File: config.mk
export PLATFORM = sky130hd
export DESIGN_NAME = if_id_stage_reg_flat
export DESIGN_NICKNAME = d
export VERILOG_FILES = /design/src/rtl/if_id_stage_reg_if.sv /design/src/rtl/if_id_stage_reg.sv /design/src/flat_wrapper.sv
export SDC_FILE = /design/constraint.sdc
export NUM_CORES = 1
export LEC_CHECK = 0
export BUFFER_PORTS_ARGS = -buffer_cell sky130_fd_sc_hd__buf_2
export CAP_MARGIN = 20
export CORE_AREA = 5 5 248 250
export DETAILED_ROUTE_END_ITERATION = 8
export DIE_AREA = 0 0 253 255
export GPL_ROUTABILITY_DRIVEN = 0
export GPL_TIMING_DRIVEN = 0
export HOLD_SLACK_MARGIN = 0.05
export SYNTH_ARGS = -nofsm -noshare
export SYNTH_HDL_FRONTEND = slang
export SYNTH_SLANG_ARGS = --single-unit
File: constraint.sdc
create_clock -name clk -period 2.6 [get_ports clk]
set_input_delay 0.52 -clock clk [delete_from_list [all_inputs] [get_ports clk]]
set_output_delay 0.52 -clock clk [all_outputs]
set_load 0.01 [all_outputs]
File: src/rtl/if_id_stage_reg_if.sv
// if_id_stage_reg_if: IF->ID stage bundle; master = fetch/decode side (drives in_*, flush, out_ready), slave = stage register (drives in_ready, out_*, occupancy)
interface if_id_stage_reg_if #(
  parameter int PC_W = 64,
  parameter int INST_W = 32
);
  logic in_valid;
  logic in_ready;
  logic [PC_W-1:0] in_pc;
  logic [PC_W-1:0] in_pc_next;
  logic [INST_W-1:0] in_inst;
  logic flush;
  logic out_valid;
  logic out_ready;
  logic [PC_W-1:0] out_pc;
  logic [PC_W-1:0] out_pc_next;
  logic [INST_W-1:0] out_inst;
  logic out_misaligned;
  logic [1:0] occupancy;
  modport master (
    output in_valid, in_pc, in_pc_next, in_inst, flush, out_ready,
    input in_ready, out_valid, out_pc, out_pc_next, out_inst, out_misaligned, occupancy
  );
  modport slave (
    input in_valid, in_pc, in_pc_next, in_inst, flush, out_ready,
    output in_ready, out_valid, out_pc, out_pc_next, out_inst, out_misaligned, occupancy
  );
endinterface

File: src/rtl/if_id_stage_reg.sv
// if_id_stage_reg: IF->ID 2-entry skid pipeline register with flush; ports clk, reset (async active-low), bus (slave: fetch in_*, decode out_*, flush, occupancy)
module if_id_stage_reg #(
  parameter int PC_W = 64,
  parameter int INST_W = 32,
  parameter logic [INST_W-1:0] NOP_INST = 32'h00000013
) (
  input logic clk,
  input logic reset,
  if_id_stage_reg_if.slave bus
);
  typedef enum logic [1:0] {EMPTY = 2'd0, ONE = 2'd1, FULL = 2'd2} state_t;
  typedef struct packed {
    logic mis;
    logic [PC_W-1:0] pc;
    logic [PC_W-1:0] pcn;
    logic [INST_W-1:0] inst;
  } ent_t;
  state_t state;
  ent_t head, skid, in_e;
  logic rdy, acc, pop, v;
  assign in_e = '{mis: bus.in_pc[1:0] != 2'b00, pc: bus.in_pc, pcn: bus.in_pc_next, inst: bus.in_inst};
  assign v = state != EMPTY;
  assign acc = bus.in_valid && rdy;
  assign pop = v && bus.out_ready;
  always_ff @(posedge clk or negedge reset)
    if (!reset) begin
      state <= EMPTY;
      rdy <= 1'b1;
      head <= '0;
      skid <= '0;
    end else if (bus.flush) begin
      state <= EMPTY;
      rdy <= 1'b1;
    end else
      case (state)
        EMPTY: if (acc) begin
          head <= in_e;
          state <= ONE;
        end
        ONE: if (acc && pop) head <= in_e;
        else if (acc) begin
          skid <= in_e;
          state <= FULL;
          rdy <= 1'b0;
        end else if (pop) state <= EMPTY;
        FULL: if (pop) begin
          head <= skid;
          state <= ONE;
          rdy <= 1'b1;
        end
        default: begin
          state <= EMPTY;
          rdy <= 1'b1;
        end
      endcase
  assign bus.in_ready = rdy;
  assign bus.out_valid = v;
  assign bus.out_pc = v ? head.pc : '0;
  assign bus.out_pc_next = v ? head.pcn : '0;
  assign bus.out_inst = v ? head.inst : NOP_INST;
  assign bus.out_misaligned = v && head.mis;
  assign bus.occupancy = state;
endmodule

File: src/flat_wrapper.sv
// flat-port wrapper written by rule: the top's interface ports become plain ports
module if_id_stage_reg_flat 
#(
  parameter int PC_W = 64,
  parameter int INST_W = 32,
  parameter logic [INST_W-1:0] NOP_INST = 32'h00000013
)
  (clk, reset, bus_in_valid, bus_in_pc, bus_in_pc_next, bus_in_inst, bus_flush, bus_out_ready, bus_in_ready, bus_out_valid, bus_out_pc, bus_out_pc_next, bus_out_inst, bus_out_misaligned, bus_occupancy);
  if_id_stage_reg_if #(.PC_W(PC_W), .INST_W(INST_W)) bus_i ();
  input logic clk;
  input logic reset;
  input wire logic [$bits(bus_i.in_valid)-1:0] bus_in_valid;
  input wire logic [$bits(bus_i.in_pc)-1:0] bus_in_pc;
  input wire logic [$bits(bus_i.in_pc_next)-1:0] bus_in_pc_next;
  input wire logic [$bits(bus_i.in_inst)-1:0] bus_in_inst;
  input wire logic [$bits(bus_i.flush)-1:0] bus_flush;
  input wire logic [$bits(bus_i.out_ready)-1:0] bus_out_ready;
  output wire logic [$bits(bus_i.in_ready)-1:0] bus_in_ready;
  output wire logic [$bits(bus_i.out_valid)-1:0] bus_out_valid;
  output wire logic [$bits(bus_i.out_pc)-1:0] bus_out_pc;
  output wire logic [$bits(bus_i.out_pc_next)-1:0] bus_out_pc_next;
  output wire logic [$bits(bus_i.out_inst)-1:0] bus_out_inst;
  output wire logic [$bits(bus_i.out_misaligned)-1:0] bus_out_misaligned;
  output wire logic [$bits(bus_i.occupancy)-1:0] bus_occupancy;
  assign bus_i.in_valid = bus_in_valid;
  assign bus_i.in_pc = bus_in_pc;
  assign bus_i.in_pc_next = bus_in_pc_next;
  assign bus_i.in_inst = bus_in_inst;
  assign bus_i.flush = bus_flush;
  assign bus_i.out_ready = bus_out_ready;
  assign bus_in_ready = bus_i.in_ready;
  assign bus_out_valid = bus_i.out_valid;
  assign bus_out_pc = bus_i.out_pc;
  assign bus_out_pc_next = bus_i.out_pc_next;
  assign bus_out_inst = bus_i.out_inst;
  assign bus_out_misaligned = bus_i.out_misaligned;
  assign bus_occupancy = bus_i.occupancy;
  if_id_stage_reg #(.PC_W(PC_W), .INST_W(INST_W), .NOP_INST(NOP_INST)) u_core (.clk(clk), .reset(reset), .bus(bus_i));
endmodule
==> metrics.cfg, run 1 <==
[power]
switching_share_pct = 27.1
p_int_uw = 11400
p_per_area_nw_per_um2 = 819
seqPwrFrac_pct = 46.2
power.clock.fraction_pct = 34.6
p_sw_uw = 4220
comb_power_share_pct = 19.2
power_leakage_uw = 0.00884
peakVddDrop_mv = 0.513

[floorplan]
die_w_um = 253
num_rows = 89
fp.dieH_um = 255
io_pins = 330
coreArea_um2 = 58800
start_util_pct = 24.8
die-area_um2 = 64500

[layout]
fillers = 6041
drive_above_1_share_pct = 40.6
stdcell_count = 2427
nets = 1785
syn_to_final_growth_pct = 30.6
multi_input_area_um2 = 6070
final_core_util_pct = 32.4
register_area_um2 = 8140

[synth]
synth_most_common_cell = dfrtp_1
synth_compound_area_share_pct = 5.87
yosysSeqAreaShare_pct = 55.8
syn_area_um2 = 14600
synth-edff-count = 0
netlist_top_cells_area = dfrtp_1 56%, mux2_2 12%, mux2i_1 11%
synth_top_area_share_pct = 55.6
synth_fa_ha_area_share_pct = 0
synth_cell_type_count = 23
synth_area_per_cell_um2 = 11.7
synth_warnings = 0
syn_inst = 1243
synth_top_family_by_area = multiplexers
yosys.area.top_type = dfrtp_1
yosys-top-cells-count = 324 x dfrtp_1, 167 x nand2_1, 161 x mux2i_1, 160 x mux2_2, 158 x and2_1
ys.flop_type = dfrtp_1
ys_ff_latch = 325
yosys.area_share.simple_pct = 11.6
async_flop_share_pct = 100
syn-num-nets = 1408
synth.area.mux_share_pct = 23.4
synth_xor_area_share_pct = 0

[detailed_routing]
wirelength_mm = 43.8
drc = 0
via_per_inst = 4.38
vias = 10631
dr.pass1.iters = 5
ant_nets = 0
avgRoutedWirePerCell_um = 18.1
drt_iter0_drc = 439

[min_path]
min_from = bus_flush
holdPathStages = 2
min_path_type = primary input to register
whs_endpoint = u_core.bus.occupancy[0]

[global_route]
grt_overflow = 0
grt_pass1_vias = 11152
grt_start_max_net_pins = 117
grt_antenna_before_repair = 13
grt_pass1_wl_mm = 65.8
grt.total_usage_pct = 13.1

[clock_tree]
cts_root_buf = clkbuf_16
clk_latency_ps = 540
cts_tree = built
clkSlewWorstSetupHoldPaths_ps = 60
htree_num_levels = 2
numCtsBuffers = 39
cts_buffer_depth = 3
clock_sinks = 325

[worst_setup_path]
crit_arrival_ps = 2050
endpoint_kind = output port
worstReg2RegStart = u_core.bus.occupancy[1]
path_class = register to output port
required_ps = 2080
worst_setup_path_start_kind = register
crit_fanout = 10
regToRegSetupSlack_ps = 160
reg2regPathDepth = 7
r2r_end = u_core.head[22]

[timing]
finalHoldViolations = 0
post-route-min-period_ps = 2570
hold_slack_ps = 205
setup_violations = 0
tns_ps = 0
setup_ws_ps = 25.5
max_slew_margin_pct = 45.1
skew_ps = 12.5
worst_pin_slew_ps = 824
max_freq_ghz = 0.388
fin_crit_sh_pct = 99.0
rsz0062_at_grt = true
slew_viol_final = 0

[flow_run]
max_cap_violations = 0

[status]
status = completed

[placed_design]
numPlacedInstances = 2348
dp_slack_ps = -657
hpwlAfterDp_mm = 31.5
port_buffers = 329

kinds of logic after synthesis:
logic type,Yosys count
compound gates,168
buf+inv,90
simple gates,339
mux,321
flops,325
power by group through the flow:
stage / Clock (uW) / Sequential (uW) / Combinational, uW
6_report: 5390 / 7200 / 3000
5_1_grt: 5790 / 7370 / 3360
4_1_cts: 5610 / 7180 / 2960
3_5_place_dp: 0 / 7260 / 2860
3_3_place_gp: 0 / 7180 / 2750
2_1_floorplan: 0 / 7040 / 1860
worst max-delay path, cell delays in order (launching register included):
cell and delay, ps:
dfrtp_2 410, or2_4 310, clkbuf_16 180, buf_12 150
buf_8 140, and2_1 170, buf_2 140
layout by cell type (no fill, tap or decap):
master	count
buf_4	8
dfstp_2	1
dlygate4sd3_1	1
buf_6	48
clkinvlp_4	2
and2_1	117
mux2_2	160
diode_2	10
dfrtp_2	1
buf_2	333
or2_4	1
clkbuf_1	28
nand2_1	167
nand4_1	1
mux2i_1	161
buf_8	6
clkbuf_16	42
nand2b_1	3
clkinv_2	2
o22a_1	1
bufinv_16	2
nor2b_1	2
clkbuf_2	7
nor3_1	1
nor2_1	5
buf_16	2
a21oi_1	2
buf_12	1
o21ai_0	138
o21a_1	1
o21bai_1	1
o21ai_1	24
clkbuf_8	7
clkbuf_4	2
nand4bb_1	1
dfrtp_1	323
o41a_2	1
and2_4	41
layer usage:
layer	track usage (%)	wire (um)
met1	16.7	18700
met2	21.8	21200
met3	3.68	2810
met4	3.86	1110
met5	0	34
through the flow:
step           power [uW]  instance area [um2]
6_report            15600                19000
5_1_grt             16500                19000
4_1_cts             15700                18800
3_5_place_dp        10100                17300
3_3_place_gp         9930                17200
2_1_floorplan        8900                14600
what timing repair did:
item | in CTS | in global routing
resized for setup | 59 | 64
buffers inserted | 6 | 0
endpoints found under the hold margin | 52 | 0
pin swaps | 11 | 13
setup endpoints to repair | 269 | 122
hold buffers | 1 | 0
area by class of cell:
class                      instances  area share, %
sequential                       325           42.8
antenna                           10          0.132
clock inverter                     6          0.447
tap                              773           5.08
clock buffer                      59           6.12
buffer                            87           2.96
timing repair buffer             339           10.6
multi-input combinational        828           31.9
registers in the layout, indices dropped and copies added, names as in the netlist:
register and cells:
u_core.bus.in_ready 1, u_core.skid 161, u_core.head 161, u_core.bus.occupancy 2
worst max path at each step:
stage                            startpoint  depth (start not counted)          endpoint
CTS                 u_core.bus.occupancy[1]                          6     bus_out_pc[4]
finish              u_core.bus.occupancy[1]                          6     bus_out_pc[0]
floorplan           u_core.bus.occupancy[1]                          6     bus_out_pc[0]
global placement                      reset                          1  u_core.head[112]
global route        u_core.bus.occupancy[1]                          6     bus_out_pc[3]
detailed placement  u_core.bus.occupancy[1]                          8     bus_out_pc[4]
(Power assumes the default switching activity.)
==> run 2: changes to the inputs <==
REMOVE_ABC_BUFFERS = 1   (was default)
==> run 2 against run 1 <==
Net effect:
- sequential share of layout area up 0.67 points
- die area unchanged
- critical path depth up 4
- cell count down 2.5%
- wire length down 12%
- critical path type is now register to register
- largest power group unchanged
==> metrics.cfg, run 2 (synthesis results as in run 1) <==
[status]
status = completed

[flow_run]
max_cap_violations = 0

[detailed_routing]
drc = 0
wl_met2_mm = 18.2
ant_nets = 0
wl_met1_mm = 16.3
wirelength_mm = 38.4
drt_iter0_drc = 425
via_per_inst = 4.32
dr.pass1.iters = 6
avgRoutedWirePerCell_um = 16.2
vias = 10216
topRoutingLayerUsed = met5
dr_wl_met3_mm = 3.01

[worst_setup_path]
crit_top_cell = buf_8
worst_setup_path_start_kind = register
crit_chain = buf_4 -> nor2b_2 -> nand4_1 -> buf_8 -> buf_8 -> buf_8 -> buf_8 -> buf_16 -> buf_8 -> mux2_2
path_class = register to register
critPathMaxStageDelay_ps = 440
endpoint_kind = register
slowest_stage = dfrtp_2
reg2regPathDepth = 10
critical_path.top_delay_family = buffers and inverters
crit_arrival_ps = 2890
crit_cells = 10
crit_buf_inv = 7
required_ps = 3010
crit_fanout = 13

[power]
power.clock.fraction_pct = 35.8
switching_share_pct = 26.6
seqPwrFrac_pct = 46.4
p_int_uw = 11300
p_per_area_nw_per_um2 = 824
peakVddDrop_mv = 0.567
power_leakage_uw = 0.00870
power_uw = 15400
comb_power_share_pct = 17.8
p_sw_uw = 4100

[layout]
fin_area_um2 = 18700
final_cell_mix = 328 x buf_2, 322 x dfrtp_1, 167 x nand2_1
stdcell_count = 2367
drive_above_1_share_pct = 37.4
final_common_cell = buf_2
nets = 1728
syn_to_final_growth_pct = 28.6

[min_path]
holdPathStages = 2
min_path_type = primary input to register

[placed_design]
hpwlAfterDp_mm = 26.5
numPlacedInstances = 2287
dpl_cell_area_um2 = 17300
port_buffers = 329
dp_slack_ps = -433

[floorplan]
fp.dieH_um = 255
start_util_pct = 24.8
io_pins = 330
coreArea_um2 = 58800
num_rows = 89
die_w_um = 253
die-area_um2 = 64500

[clock_tree]
clkSlewWorstSetupHoldPaths_ps = 60
cts_buffer_depth = 3
cts_tree = built
htree_num_levels = 2
cts_root_buf = clkbuf_16
clock_sinks = 325
numCtsBuffers = 38
clk_latency_ps = 540

[timing]
rsz0062_at_grt = false
finalHoldViolations = 0
setup_violations = 0
hold_slack_ps = 220
skew_ps = 15.2
slew_viol_final = 0
max_freq_ghz = 0.403
setup_ws_ps = 118
worst_pin_slew_ps = 816
post-route-min-period_ps = 2480
max_slew_margin_pct = 45.6
fin_crit_sh_pct = 95.4

[global_route]
grt.total_usage_pct = 11.6
grt_overflow = 0
grt_pass1_wl_mm = 60.8
grt_antenna_before_repair = 7
grt_start_max_net_pins = 117
grt_pass1_vias = 10828

-- run 2: changes by cell type in the layout (fill, tap and decap cells not counted), sizes merged --
cell	before	now
buf	398	367
clkbuf	86	59
diode	10	2
clkinv	2	5
or2	1	3
bufinv	2	3
-- run 2: area by class of cell --
type / instances / area (um2)
diodes: 2 / 5.00
clock buffers: 59 / 1170
clock inverters: 10 / 130
fillers: 5961 / 40100
multi-input cells: 830 / 6000
flip-flops and latches: 325 / 8140
well taps: 773 / 967
repair buffers: 368 / 2320
-- run 2: worst paths after layout --
| kind | start | slack (ps) | to |
|---|---|---|---|
| worst min-delay path | bus_in_pc[20] | 220 | u_core.skid[116] |
| worst max-delay path | u_core.bus.occupancy[0] | 120 | u_core.skid[79] |
| worst max register to register | u_core.bus.occupancy[0] | 120 | u_core.skid[79] |
| worst min register to register | u_core.head[138] | 470 | u_core.head[138] |
| max in group asynchronous | reset | 800 | u_core.head[112] |
| min in group asynchronous | reset | 660 | u_core.head[90] |
-- run 2: through the flow --
stage / TNS [ps] / utilization [%]
floorplan: -2205180 / -
global placement: -5902230 / 28.4
detailed placement: -9020 / 29.5
CTS: 0 / 31.8
global route: 0 / 31.9
finish: 0 / 31.9
-- run 2: metal layers --
layer,up-vias,global-route usage [%]
met4,6,3.35
met1,5049,14.6
li1,4862,-
met2,233,19.0
met5,-,0
met3,66,4.26
-- run 2: power by group through the flow --
stage | Combinational (uW) | Sequential, uW | Clock, uW
global route | 3120 | 7350 | 5980
global placement | 2810 | 7170 | 0
detailed placement | 2790 | 7250 | 0
finish | 2740 | 7170 | 5530
CTS | 2810 | 7170 | 5790
floorplan | 1910 | 7050 | 0
-- run 2: timing repair --
action                                  in CTS  in global routing
pin swaps                                    2                  0
gates cloned                                 2                  0
buffers inserted                             7                  0
endpoints found under the setup margin     154                 27
hold buffers                                 1                  0
gates resized for setup                      3                  2
hold endpoints to repair                    18                  0
==> run 3: changes to the inputs <==
clock period = 3.19 ns   (was 2.6 ns; I/O delays follow)
==> run 3 against run 2 <==
Net effect:
- combinational power decreased by 19%
- worst setup slack improved by 110 ps
- critical path type unchanged
- design area is 0.39% lower
- clock power down 18%
- sequential power is 18% lower
- worst hold slack lost 43 ps
- non-clock buffer count shrank 7
- cell count is 0.30% lower
- via count decreased by 0.48%
- register-to-register slack better by 110 ps
==> metrics.cfg, run 3 (synthesis results as in run 1) <==
[placed_design]
dpl_cell_area_um2 = 17300
dp_slack_ps = 38.8
port_buffers = 329
hpwlAfterDp_mm = 26.5

[clock_tree]
htree_num_levels = 2
clkSlewWorstSetupHoldPaths_ps = 60
cts_tree = built
clk_latency_ps = 540
cts_buffer_depth = 3
clock_sinks = 325
numCtsBuffers = 38
cts-hold-fix-buffers = 0
postCtsSetupBuffers = 0
cts_root_buf = clkbuf_16

[worst_setup_path]
worstReg2RegStart = u_core.bus.occupancy[0]
crit_arrival_ps = 3370
crit_start = u_core.bus.occupancy[0]
reg2regPathDepth = 9
required_ps = 3600
worst_setup_path_start_kind = register
endpoint_kind = register
crit_fanout = 13
path_class = register to register

[timing]
max_slew_margin_pct = 45.3
finalHoldViolations = 0
setup_violations = 0
setup_ws_ps = 229
worst_pin_slew_ps = 820
fin_crit_sh_pct = 92.8
max_freq_ghz = 0.338
rsz0062_at_grt = false
slew_viol_final = 0
post-route-min-period_ps = 2960
skew_ps = 15.7

[flow_run]
max_cap_violations = 0

[floorplan]
die-area_um2 = 64500
fp.dieH_um = 255
coreArea_um2 = 58800
start_util_pct = 24.8
io_pins = 330
num_rows = 89
die_w_um = 253

[global_route]
grt_antenna_before_repair = 8
grt_pass1_wl_mm = 60.5
grt_overflow = 0
grt_pass1_vias = 10783
grt_start_max_net_pins = 117
grt.total_usage_pct = 11.6

[layout]
final_common_cell = buf_2
final_cell_mix = 328 x buf_2, 322 x dfrtp_1, 167 x nand2_1
nets = 1721
syn_to_final_growth_pct = 28.1
drive_above_1_share_pct = 37.1
fin_area_um2 = 18700

[status]
status = completed

[min_path]
min_path_type = primary input to async pin

[detailed_routing]
vias = 10167
ant_nets = 0
drc = 0
via_per_inst = 4.31
avgRoutedWirePerCell_um = 16.2
drt_iter0_drc = 407
wirelength_mm = 38.2
dr.pass1.iters = 6

[power]
peakVddDrop_mv = 0.462
p_per_area_nw_per_um2 = 674
power_leakage_uw = 0.00866

[run 3: layout make-up]
| cell class | instances | area (um2) |
|---|---|---|
| Tap cell | 773 | 967 |
| Sequential cell | 325 | 8140 |
| Clock buffer | 59 | 1170 |
| Multi-Input combinational cell | 830 | 5990 |
| Timing Repair Buffer | 361 | 2260 |
| Fill cell | 5976 | 40100 |
| Clock inverter | 10 | 130 |
| Antenna cell | 2 | 5.00 |
[run 3: power by group]
group | internal [uW] | switching (uW) | total [uW]
logic | 1170 | 1050 | 2220
registers | 5290 | 560 | 5850
clock network | 2770 | 1730 | 4510
total | 9240 | 3340 | 12600
[run 3: metrics by stage]
step / power, uW / instances / TNS, ps / hold slack [ps] / utilization [%]
2_1_floorplan: 7300 / 1153 / -2033610 / 342 / -
6_report: 12600 / 2360 / 0 / 177 / 31.7
4_1_cts: 12900 / 2358 / 0 / 159 / 31.7
3_5_place_dp: 8180 / 2287 / 0 / 463 / 29.5
3_3_place_gp: 8130 / 2255 / -5500790 / 454 / 28.4
5_1_grt: 13400 / 2358 / 0 / 200 / 31.7
[run 3: critical path: stages (launching register included)]
cell and delay [ps]:
dfrtp_2 520, nor2b_1 330, nand4_1 520, buf_8 360, buf_8 160, buf_8 160, buf_8 160, buf_16 160
buf_8 160, mux2_2 280
[run 3: metal layers]
metal / global-route usage, % / wire (um) / vias up
li1: - / - / 4851
met1: 14.5 / 16200 / 5007
met2: 18.7 / 17900 / 231
met3: 4.39 / 3120 / 70
met4: 3.49 / 926 / 8
met5: 0 / 55 / -
[run 3: what timing repair did]
action | CTS | global route
setup endpoints to repair | 66 | 0
endpoints found under the hold margin | 0 | 0
gates resized for setup | 2 | 0
[run 3: final timing paths]
check                                                to  slack, ps
worst min-delay path                    u_core.head[90]        180
worst max register to register          u_core.skid[79]        230
min in group clk                u_core.bus.occupancy[0]        320
worst min register to register         u_core.head[138]        470
worst max-delay path                    u_core.skid[79]        230
max in group asynchronous              u_core.head[112]       1860
